File: src/rtl/acq_pkg.sv
// Shared types and defaults for the acquisition sequencer and its address counter.
// Latency: none (declarations only); backpressure: n/a.
package acq_pkg;

    localparam int ACQ_ADDR_BITS = 19;
    localparam int ACQ_REV_BITS  = 8;

    typedef enum logic [2:0] {
        ACQ_IDLE     = 3'd0,
        ACQ_WAIT_IDX = 3'd1,
        ACQ_ACQUIRE  = 3'd2,
        ACQ_DRAIN0   = 3'd3,
        ACQ_DRAIN1   = 3'd4
    } acq_state_e;

endpackage

File: src/rtl/acq_addr_counter.sv
// Saturating write-address counter with clear and full flag; 1-cycle update latency.
// Backpressure: increments are ignored once full, address holds at its maximum.
module acq_addr_counter import acq_pkg::*; #(
    parameter int ADDR_BITS = ACQ_ADDR_BITS
) (
    input  logic                 clk_i,
    input  logic                 rst_i,
    input  logic                 clr_i,
    input  logic                 inc_i,
    output logic [ADDR_BITS-1:0] addr_o,
    output logic                 at_max_o,
    output logic                 full_o
);

    localparam logic [ADDR_BITS-1:0] ADDR_MAX = '1;

    logic [ADDR_BITS-1:0] addr_q, addr_d;
    logic                 full_q, full_d;

    always_comb begin
        addr_d = addr_q;
        full_d = full_q;
        if (clr_i) begin
            addr_d = '0;
            full_d = 1'b0;
        end else if (inc_i && !full_q) begin
            // The last location sets full instead of wrapping.
            if (addr_q == ADDR_MAX) begin
                full_d = 1'b1;
            end else begin
                addr_d = addr_q + 1'b1;
            end
        end
    end

    always_ff @(posedge clk_i or posedge rst_i) begin
        if (rst_i) begin
            addr_q <= '0;
            full_q <= 1'b0;
        end else begin
            addr_q <= addr_d;
            full_q <= full_d;
        end
    end

    assign addr_o   = addr_q;
    assign at_max_o = (addr_q == ADDR_MAX);
    assign full_o   = full_q;

endmodule

File: src/rtl/acq_sequencer.sv
// Sequences one disc acquisition: arm, optional index wait, RUN for N revolutions, drain.
// RAM_WE is combinational from RD_WRITE; writes beyond the last RAM location are dropped.
module acq_sequencer import acq_pkg::*; #(
    parameter int ADDR_BITS = ACQ_ADDR_BITS,
    parameter int REV_BITS  = ACQ_REV_BITS
) (
    input  logic                 clock_i,
    input  logic                 reset_i,
    input  logic                 start_i,
    input  logic                 abort_i,
    input  logic                 wait_index_i,
    input  logic [REV_BITS-1:0]  rev_count_i,
    input  logic                 index_in_i,
    input  logic                 rd_write_i,
    output logic                 run_o,
    output logic                 ram_we_o,
    output logic [ADDR_BITS-1:0] ram_addr_o,
    output logic                 busy_o,
    output logic                 done_o,
    output logic                 mem_full_o,
    output logic [REV_BITS-1:0]  revs_seen_o
);

    localparam logic [REV_BITS-1:0] REVS_MAX = '1;

    acq_state_e          state_q, state_d;
    logic                run_q, run_d;
    logic                done_q, done_d;
    logic [REV_BITS-1:0] revs_q, revs_d;
    logic                idx_prev_q;

    logic idx_rise;
    logic accepting;
    logic ram_we;
    logic addr_clr;
    logic at_max;
    logic mem_full;
    logic fill_last;
    logic rev_hit;

    assign idx_rise  = index_in_i & ~idx_prev_q;
    assign accepting = (state_q == ACQ_ACQUIRE) || (state_q == ACQ_DRAIN0) ||
                       (state_q == ACQ_DRAIN1);
    assign ram_we    = rd_write_i & accepting & ~mem_full;
    assign fill_last = ram_we & at_max;
    // Extra bit keeps the compare exact when rev_count is at its maximum.
    assign rev_hit   = (rev_count_i != '0) && idx_rise &&
                       (({1'b0, revs_q} + 1'b1) == {1'b0, rev_count_i});

    always_comb begin
        state_d  = state_q;
        done_d   = done_q;
        revs_d   = revs_q;
        addr_clr = 1'b0;
        case (state_q)
            ACQ_IDLE: begin
                if (start_i) begin
                    addr_clr = 1'b1;
                    revs_d   = '0;
                    done_d   = 1'b0;
                    state_d  = wait_index_i ? ACQ_WAIT_IDX : ACQ_ACQUIRE;
                end
            end
            ACQ_WAIT_IDX: begin
                if (abort_i) begin
                    state_d = ACQ_DRAIN0;
                end else if (idx_rise) begin
                    state_d = ACQ_ACQUIRE;
                end
            end
            ACQ_ACQUIRE: begin
                if (idx_rise && (revs_q != REVS_MAX)) begin
                    revs_d = revs_q + 1'b1;
                end
                if (abort_i || fill_last || mem_full || rev_hit) begin
                    state_d = ACQ_DRAIN0;
                end
            end
            ACQ_DRAIN0: state_d = ACQ_DRAIN1;
            ACQ_DRAIN1: begin
                state_d = ACQ_IDLE;
                done_d  = 1'b1;
            end
            default: state_d = ACQ_IDLE;
        endcase
        run_d = (state_d == ACQ_ACQUIRE);
    end

    always_ff @(posedge clock_i or posedge reset_i) begin
        if (reset_i) begin
            state_q    <= ACQ_IDLE;
            run_q      <= 1'b0;
            done_q     <= 1'b0;
            revs_q     <= '0;
            idx_prev_q <= 1'b0;
        end else begin
            state_q    <= state_d;
            run_q      <= run_d;
            done_q     <= done_d;
            revs_q     <= revs_d;
            idx_prev_q <= index_in_i;
        end
    end

    acq_addr_counter #(
        .ADDR_BITS (ADDR_BITS)
    ) u_addr (
        .clk_i    (clock_i),
        .rst_i    (reset_i),
        .clr_i    (addr_clr),
        .inc_i    (ram_we),
        .addr_o   (ram_addr_o),
        .at_max_o (at_max),
        .full_o   (mem_full)
    );

    assign run_o       = run_q;
    assign ram_we_o    = ram_we;
    assign busy_o      = (state_q != ACQ_IDLE);
    assign done_o      = done_q;
    assign mem_full_o  = mem_full;
    assign revs_seen_o = revs_q;

endmodule
File: config.mk
export PLATFORM = sky130hd
export DESIGN_NAME = acq_sequencer
export DESIGN_NICKNAME = d
export VERILOG_FILES = /design/src/rtl/acq_pkg.sv /design/src/rtl/acq_addr_counter.sv /design/src/rtl/acq_sequencer.sv
export SDC_FILE = /design/constraint.sdc
export NUM_CORES = 1
export LEC_CHECK = 0
export ABC_CLOCK_PERIOD_IN_PS = 5500
export BUFFER_PORTS_ARGS = -buffer_cell sky130_fd_sc_hd__buf_2
export CORE_ASPECT_RATIO = 1.1
export CORE_MARGIN = 1
export CORE_UTILIZATION = 58
export DETAILED_ROUTE_END_ITERATION = 7
export PLACE_DENSITY = 0.89
export SLEW_MARGIN = 20
export SYNTH_ARGS = -nofsm -noshare
export SYNTH_HDL_FRONTEND = slang
export SYNTH_SLANG_ARGS = --single-unit
File: constraint.sdc
create_clock -name clock_i -period 5.5 [get_ports clock_i]
set_clock_uncertainty 0.05 [all_clocks]
set_input_delay 0.55 -clock clock_i [delete_from_list [all_inputs] [get_ports clock_i]]
set_output_delay 0.55 -clock clock_i [all_outputs]
set_load 0.02 [all_outputs]
==> results of run 1 <==
## cell families after synthesis
family                   Yosys count  synth area share [%]
adder cells (fa/ha/maj)            2                  1.21
flip-flops                        34                  41.2
buffers and inverters             14                  3.21
AND/OR/NAND/NOR                  110                  29.3
XOR/XNOR                          17                  7.21
multiplexers                       2                 0.970
AO/OA/AOI/OAI                     53                  16.9
## placed cells by master (no fill, tap or decap), types with 6 or more instances in the layout
master and instances:
a21oi_1 12, buf_2 46, dfrtp_1 34, nand2_1 22, nand3_1 14, nand4_1 11
nor2_1 21, o21ai_0 14, o31ai_1 9, or4_1 6, xnor2_1 11, xor2_1 6
## worst max-delay path by stage
stage / endpoint / depth (start not counted) / slack, ps / from
2_1_floorplan: u_addr.addr_o[6] / 8 / 3340 / state_q[1]
3_3_place_gp: run_o / 6 / 3350 / revs_seen_o[0]
3_5_place_dp: run_o / 6 / 3300 / revs_seen_o[0]
4_1_cts: ram_we_o / 4 / 3030 / state_q[1]
5_1_grt: ram_we_o / 4 / 2930 / state_q[1]
6_report: ram_we_o / 4 / 3030 / state_q[1]
## metrics by stage
stage / setup slack, ps / hold slack, ps
2_1_floorplan: 3340 / 471
3_3_place_gp: 3350 / 435
3_5_place_dp: 3300 / 428
4_1_cts: 3030 / 227
5_1_grt: 2930 / 256
6_report: 3030 / 218
## cell type report
| type | instances | area share (%) |
|---|---|---|
| Clock buffer | 7 | 2.30 |
| Clock inverter | 1 | 0.209 |
| Inverter | 6 | 1.15 |
| Multi-Input combinational cell | 184 | 48.0 |
| Sequential cell | 34 | 35.6 |
| Tap cell | 48 | 2.51 |
| Timing Repair Buffer | 48 | 10.3 |
## where the power goes
| part | internal [uW] | switching, uW |
|---|---|---|
| Combinational | 111 | 173 |
| Sequential | 282 | 50.5 |
| Clock | 61.9 | 86.6 |
| Total | 455 | 310 |
## state kept, by name, summed over array words and instances, names as in the netlist
| name | cells |
|---|---|
| u_addr.full_o | 1 |
| run_o | 1 |
| idx_prev_q | 1 |
| done_o | 1 |
| u_addr.addr_o | 19 |
| revs_seen_o | 8 |
| state_q | 3 |
## metal layers
| metal | global-route usage (%) | vias up | routed length (microns) |
|---|---|---|---|
| li1 | - | 948 | - |
| met5 | 0 | - | 0 |
| met3 | 5.59 | 10 | 260 |
| met1 | 33.4 | 934 | 1900 |
| met4 | 11.0 | 0 | 98 |
| met2 | 44.5 | 81 | 2330 |
## critical path, stage by stage, from the launching register on
cell and delay [ps]:
dfrtp_1 470, or3b_1 420, a211o_2 370, clkinv_4 100, buf_2 170
==> flow_summary.ini, run 1 <==
[outcome]
outcome = finished clean

[route]
first_pass_iters = 4
drt-initial-drc-count = 159
vias = 1973
drc = 0
drt-total-wl_mm = 4.58
viasPerCell = 6.02
wl_per_cell_microns = 14.0
antenna_left = 0

[floorplan]
io_pins = 47
start_util_pct = 61.5
core_sq_mm = 0.00336
rows = 22
dieArea_sq_mm = 0.00380
die_height_microns = 64.6
fp.dieW_microns = 58.9

[finish]
fin_util_pct = 71.2
area_delta_synth_final_pct = 15.8
regArea_sq_um = 851
fillCellCount = 292
fin_cells = 328
drive_above_1_share_pct = 23.6
multi_input_area_sq_mm = 0.00115
antenna_cells = 0
nNetsFinal = 296
final_area_sq_mm = 0.00239

[yosys]
syn_avg_cell_area_sq_um = 8.90
netlist-cell-type-count = 49
yosysMostFrequentCell = dfrtp_1
yosysWarningCount = 0
synth_nets = 249
netlist_top_cells_area = dfrtp_1, xnor2_1, nand2_1
ys_ff_latch = 34
yosysTopAreaCell = dfrtp_1
netlist.area_leader.share_pct = 41.2
syn_area_sq_mm = 0.00206
ys_async_sr_fraction_pct = 100
synth_cells = 232
ys_seq_area_share_pct = 41.2
synth_ff_type = dfrtp_1
synth_edf_count = 0
ys_top_cells_by_count = dfrtp_1, nand2_1, nor2_1

[clocking]
clockBufferDepth = 2
cts_hold_buf = 0
htreeDepth = 2
insertion_delay_ps = 350
cts_setup_buffers = 0
numCtsBuffers = 5
path_clk_slew_ps = 110
cts_resized = 0
clock_sinks = 34
tritoncts = done
root_buffer = clkbuf_4

[sta]
setup_viol = 0
final.setup.tns_ps = 0
final.period_utilization_pct = 44.9
maxSlewViolCount = 0
worst_slew_pin_slew_ps = 591
slew-limit-headroom_pct = 59.6
fmax_ghz = 0.405
rsz0062_at_grt = no
hold_viol = 0
min_period_ps = 2470

[worst_setup_path]
r2r_cells = 6
reg2reg_setup_slack_ps = 3260
start_kind = flip-flop
crit_path_max_fanout = 9
worstSetupEndpointType = primary output
required_ps = 4900
rr_startpoint = revs_seen_o[0]
crit_type = reg2out
arrival_ps = 1870
r2r-end = run_o

[placed_design]
placed_area_sq_mm = 0.00233
place_inst = 320
routabilityCongestion = 0.955
io_buffers = 46
dp_hpwl_mm = 3.37

[power]
leakage_uw = 0.00111
power_uw = 765
pwr_density_cell_mw_per_mm2 = 320
peakVddDrop_uv = 222

[global_routing]
grt_pass1_vias = 1702
antenna_found_initial = 0
grt_max_degree = 35
grt_usage_pct = 26.8
grt_pass1_wl_mm = 7.72
grt_overflow_total = 0

[min_path]
hold_class = in2async

[job]
maxCapViolCount = 0
Power figures use the tool's default switching activity.
==> inputs of run 2 (changes only) <==
- ABC_CLOCK_PERIOD_IN_PS: 5500 -> 2000
- CORE_UTILIZATION: 58 -> 49
- PLACE_DENSITY: 0.89 -> 0.8
- clock period: 5.5 -> 2 ns (I/O delays scaled with it)
==> run 2 against run 1 <==
  * The flow now finishes with violations (setup timing)
  * Die area grew 18%
  * Combinational power rose to 4.1 times the previous value
  * Routed wire length grew 14%
  * Clock power rose to 3.5 times the previous value
  * Hold slack worse by 51 ps
  * Sequential power rose to 2.6 times the previous value
  * Setup slack got worse by 3100 ps
==> flow_summary.ini, run 2 (same netlist as run 1, synthesis figures left out) <==
[outcome]
outcome = finished, violations left
violations = setup timing

[finish]
largest_register_ff_count = 19
fin_util_pct = 69.6
antenna_cells = 0
layout.cells.most_common = buf_2
area_delta_synth_final_pct = 34.6
final_cell_mix = buf_2, buf_4, dfrtp_1
drive_above_1_share_pct = 37.3
nNetsFinal = 330

[sta]
setup_viol = 3
worst_slew_pin_slew_ps = 422
rsz0062_at_grt = yes
fmax_ghz = 0.487
final.period_utilization_pct = 103
slew-limit-headroom_pct = 71.9
maxSlewViolCount = 0
min_period_ps = 2050
hold_viol = 0
setup_slack_ps = -54.4

[min_path]
hold_class = in2reg

[clocking]
numCtsBuffers = 5
clock_sinks = 34
path_clk_slew_ps = 70
root_buffer = clkbuf_8
clockBufferDepth = 2
insertion_delay_ps = 280
tritoncts = done
htreeDepth = 2

[placed_design]
io_buffers = 46
dp_hpwl_mm = 3.81
routabilityCongestion = 0.885

[global_routing]
gr-usage-met2_pct = 43.4
grt_usage_pct = 25.4
grt_max_degree = 35
grt_pass1_vias = 1941
use_met3_pct = 4.74
grt_overflow_total = 0
use_met1_pct = 31.2
grt_pass1_wl_mm = 8.88
antenna_found_initial = 0
top_usage_layer = met2

[floorplan]
die_height_microns = 70.1
rows = 24
dieArea_sq_mm = 0.00448
core_sq_mm = 0.00399
fp.dieW_microns = 63.9
io_pins = 47
start_util_pct = 51.7

[route]
drt-total-wl_mm = 5.25
first_pass_iters = 4
viasPerCell = 5.74
drc = 0
vias = 2100
wl_per_cell_microns = 14.3
drt-initial-drc-count = 160
antenna_left = 0

[worst_setup_path]
critPathMaxStageDelay_ps = 490
worstSetupEndpointType = flip-flop
start_kind = flip-flop
crit_path_max_fanout = 8
critical-path-slowest-cell = or4_1
worstPathCellList = or3b_4 -> a211o_4 -> clkinv_8 -> o21ai_4 -> or4_1 -> a21oi_2
arrival_ps = 2220
crit_type = reg2reg
required_ps = 2160

[power]
pwr_density_cell_mw_per_mm2 = 913
peakVddDrop_uv = 567
power_uw = 2540
leakage_uw = 0.00130

[job]
maxCapViolCount = 0
==> run 2: changes by cell type in the layout (fill, tap and decap cells not counted), moves of 2 or more <==
| cell | previous run | this run |
|---|---|---|
| a21oi_2 | 0 | 3 |
| o31ai_1 | 9 | 7 |
| dfrtp_2 | 0 | 5 |
| dlygate4sd3_1 | 0 | 2 |
| buf_6 | 0 | 2 |
| ha_1 | 2 | 0 |
| buf_4 | 2 | 33 |
| o31ai_2 | 0 | 2 |
| a21oi_1 | 12 | 9 |
| clkbuf_8 | 1 | 6 |
| dfrtp_1 | 34 | 29 |
| clkbuf_4 | 5 | 0 |
==> run 2: worst paths after layout <==
kind,start,to,slack [ps],cells past startpoint
worst max register to register,state_q[2],u_addr.addr_o[5],-50,6
worst min register to register,done_o,done_o,450,2
max in group asynchronous,reset_i,revs_seen_o[1],1070,4
min in group asynchronous,reset_i,u_addr.addr_o[2],510,4
worst min-delay path,start_i,done_o,170,4
worst max-delay path,state_q[2],u_addr.addr_o[5],-50,6
==> run 2: worst max-delay path, delay by kind of cell (launching register included) <==
| family | cells | cell delay (ps) |
|---|---|---|
| and+or+nand+nor | 2 | 890 |
| AOI/OAI and AO/OA | 3 | 590 |
| DFF | 1 | 380 |
| buffers and inverters | 1 | 60 |
==> run 2: layer usage <==
metal	part of all wire (%)	routed length, microns	vias up
li1	-	-	1016
met1	42	2200	1006
met2	52	2730	67
met3	4.3	228	11
met4	1.7	90	0
met5	0	0	-
==> run 2: cell type report <==
class,count,area [sq um]
sequential,34,857
tap,52,65.1
clock buffer,7,86.3
inverter,6,35.0
clock inverter,1,5.00
timing repair buffer,82,515
multi-input combinational,184,1210
fill,325,1210
==> run 2: report_power, final <==
group	switching [uW]	internal (uW)	total [uW]	leakage [uW]
Sequential	74.9	781	856	0.000456
Clock	243	278	520	0.0000482
Combinational	631	531	1160	0.000797
Total	948	1590	2540	0.00130
==> run 2: metrics by stage <==
step / cell area [sq um] / TNS [ps] / hold slack (ps) / std cells / setup WS (ps)
finish: 2780 / -113 / 167 / 366 / -54.4
global route: 2780 / -568 / 191 / 366 / -110
CTS: 2700 / -88.6 / 163 / 363 / -37.5
detailed placement: 2560 / -83.4 / 271 / 351 / -33.2
global placement: 2560 / 0 / 261 / 351 / 7.09
floorplan: 2100 / -329 / 181 / 232 / -128
==> run 2: repair_timing <==
item / in CTS / in global routing
endpoints found under the hold margin: 35 / 0
endpoints found under the setup margin: 5 / 18
pin swaps: 3 / 2
hold buffers: 2 / 0
buffers inserted: 2 / 3
resized for setup: 4 / 14
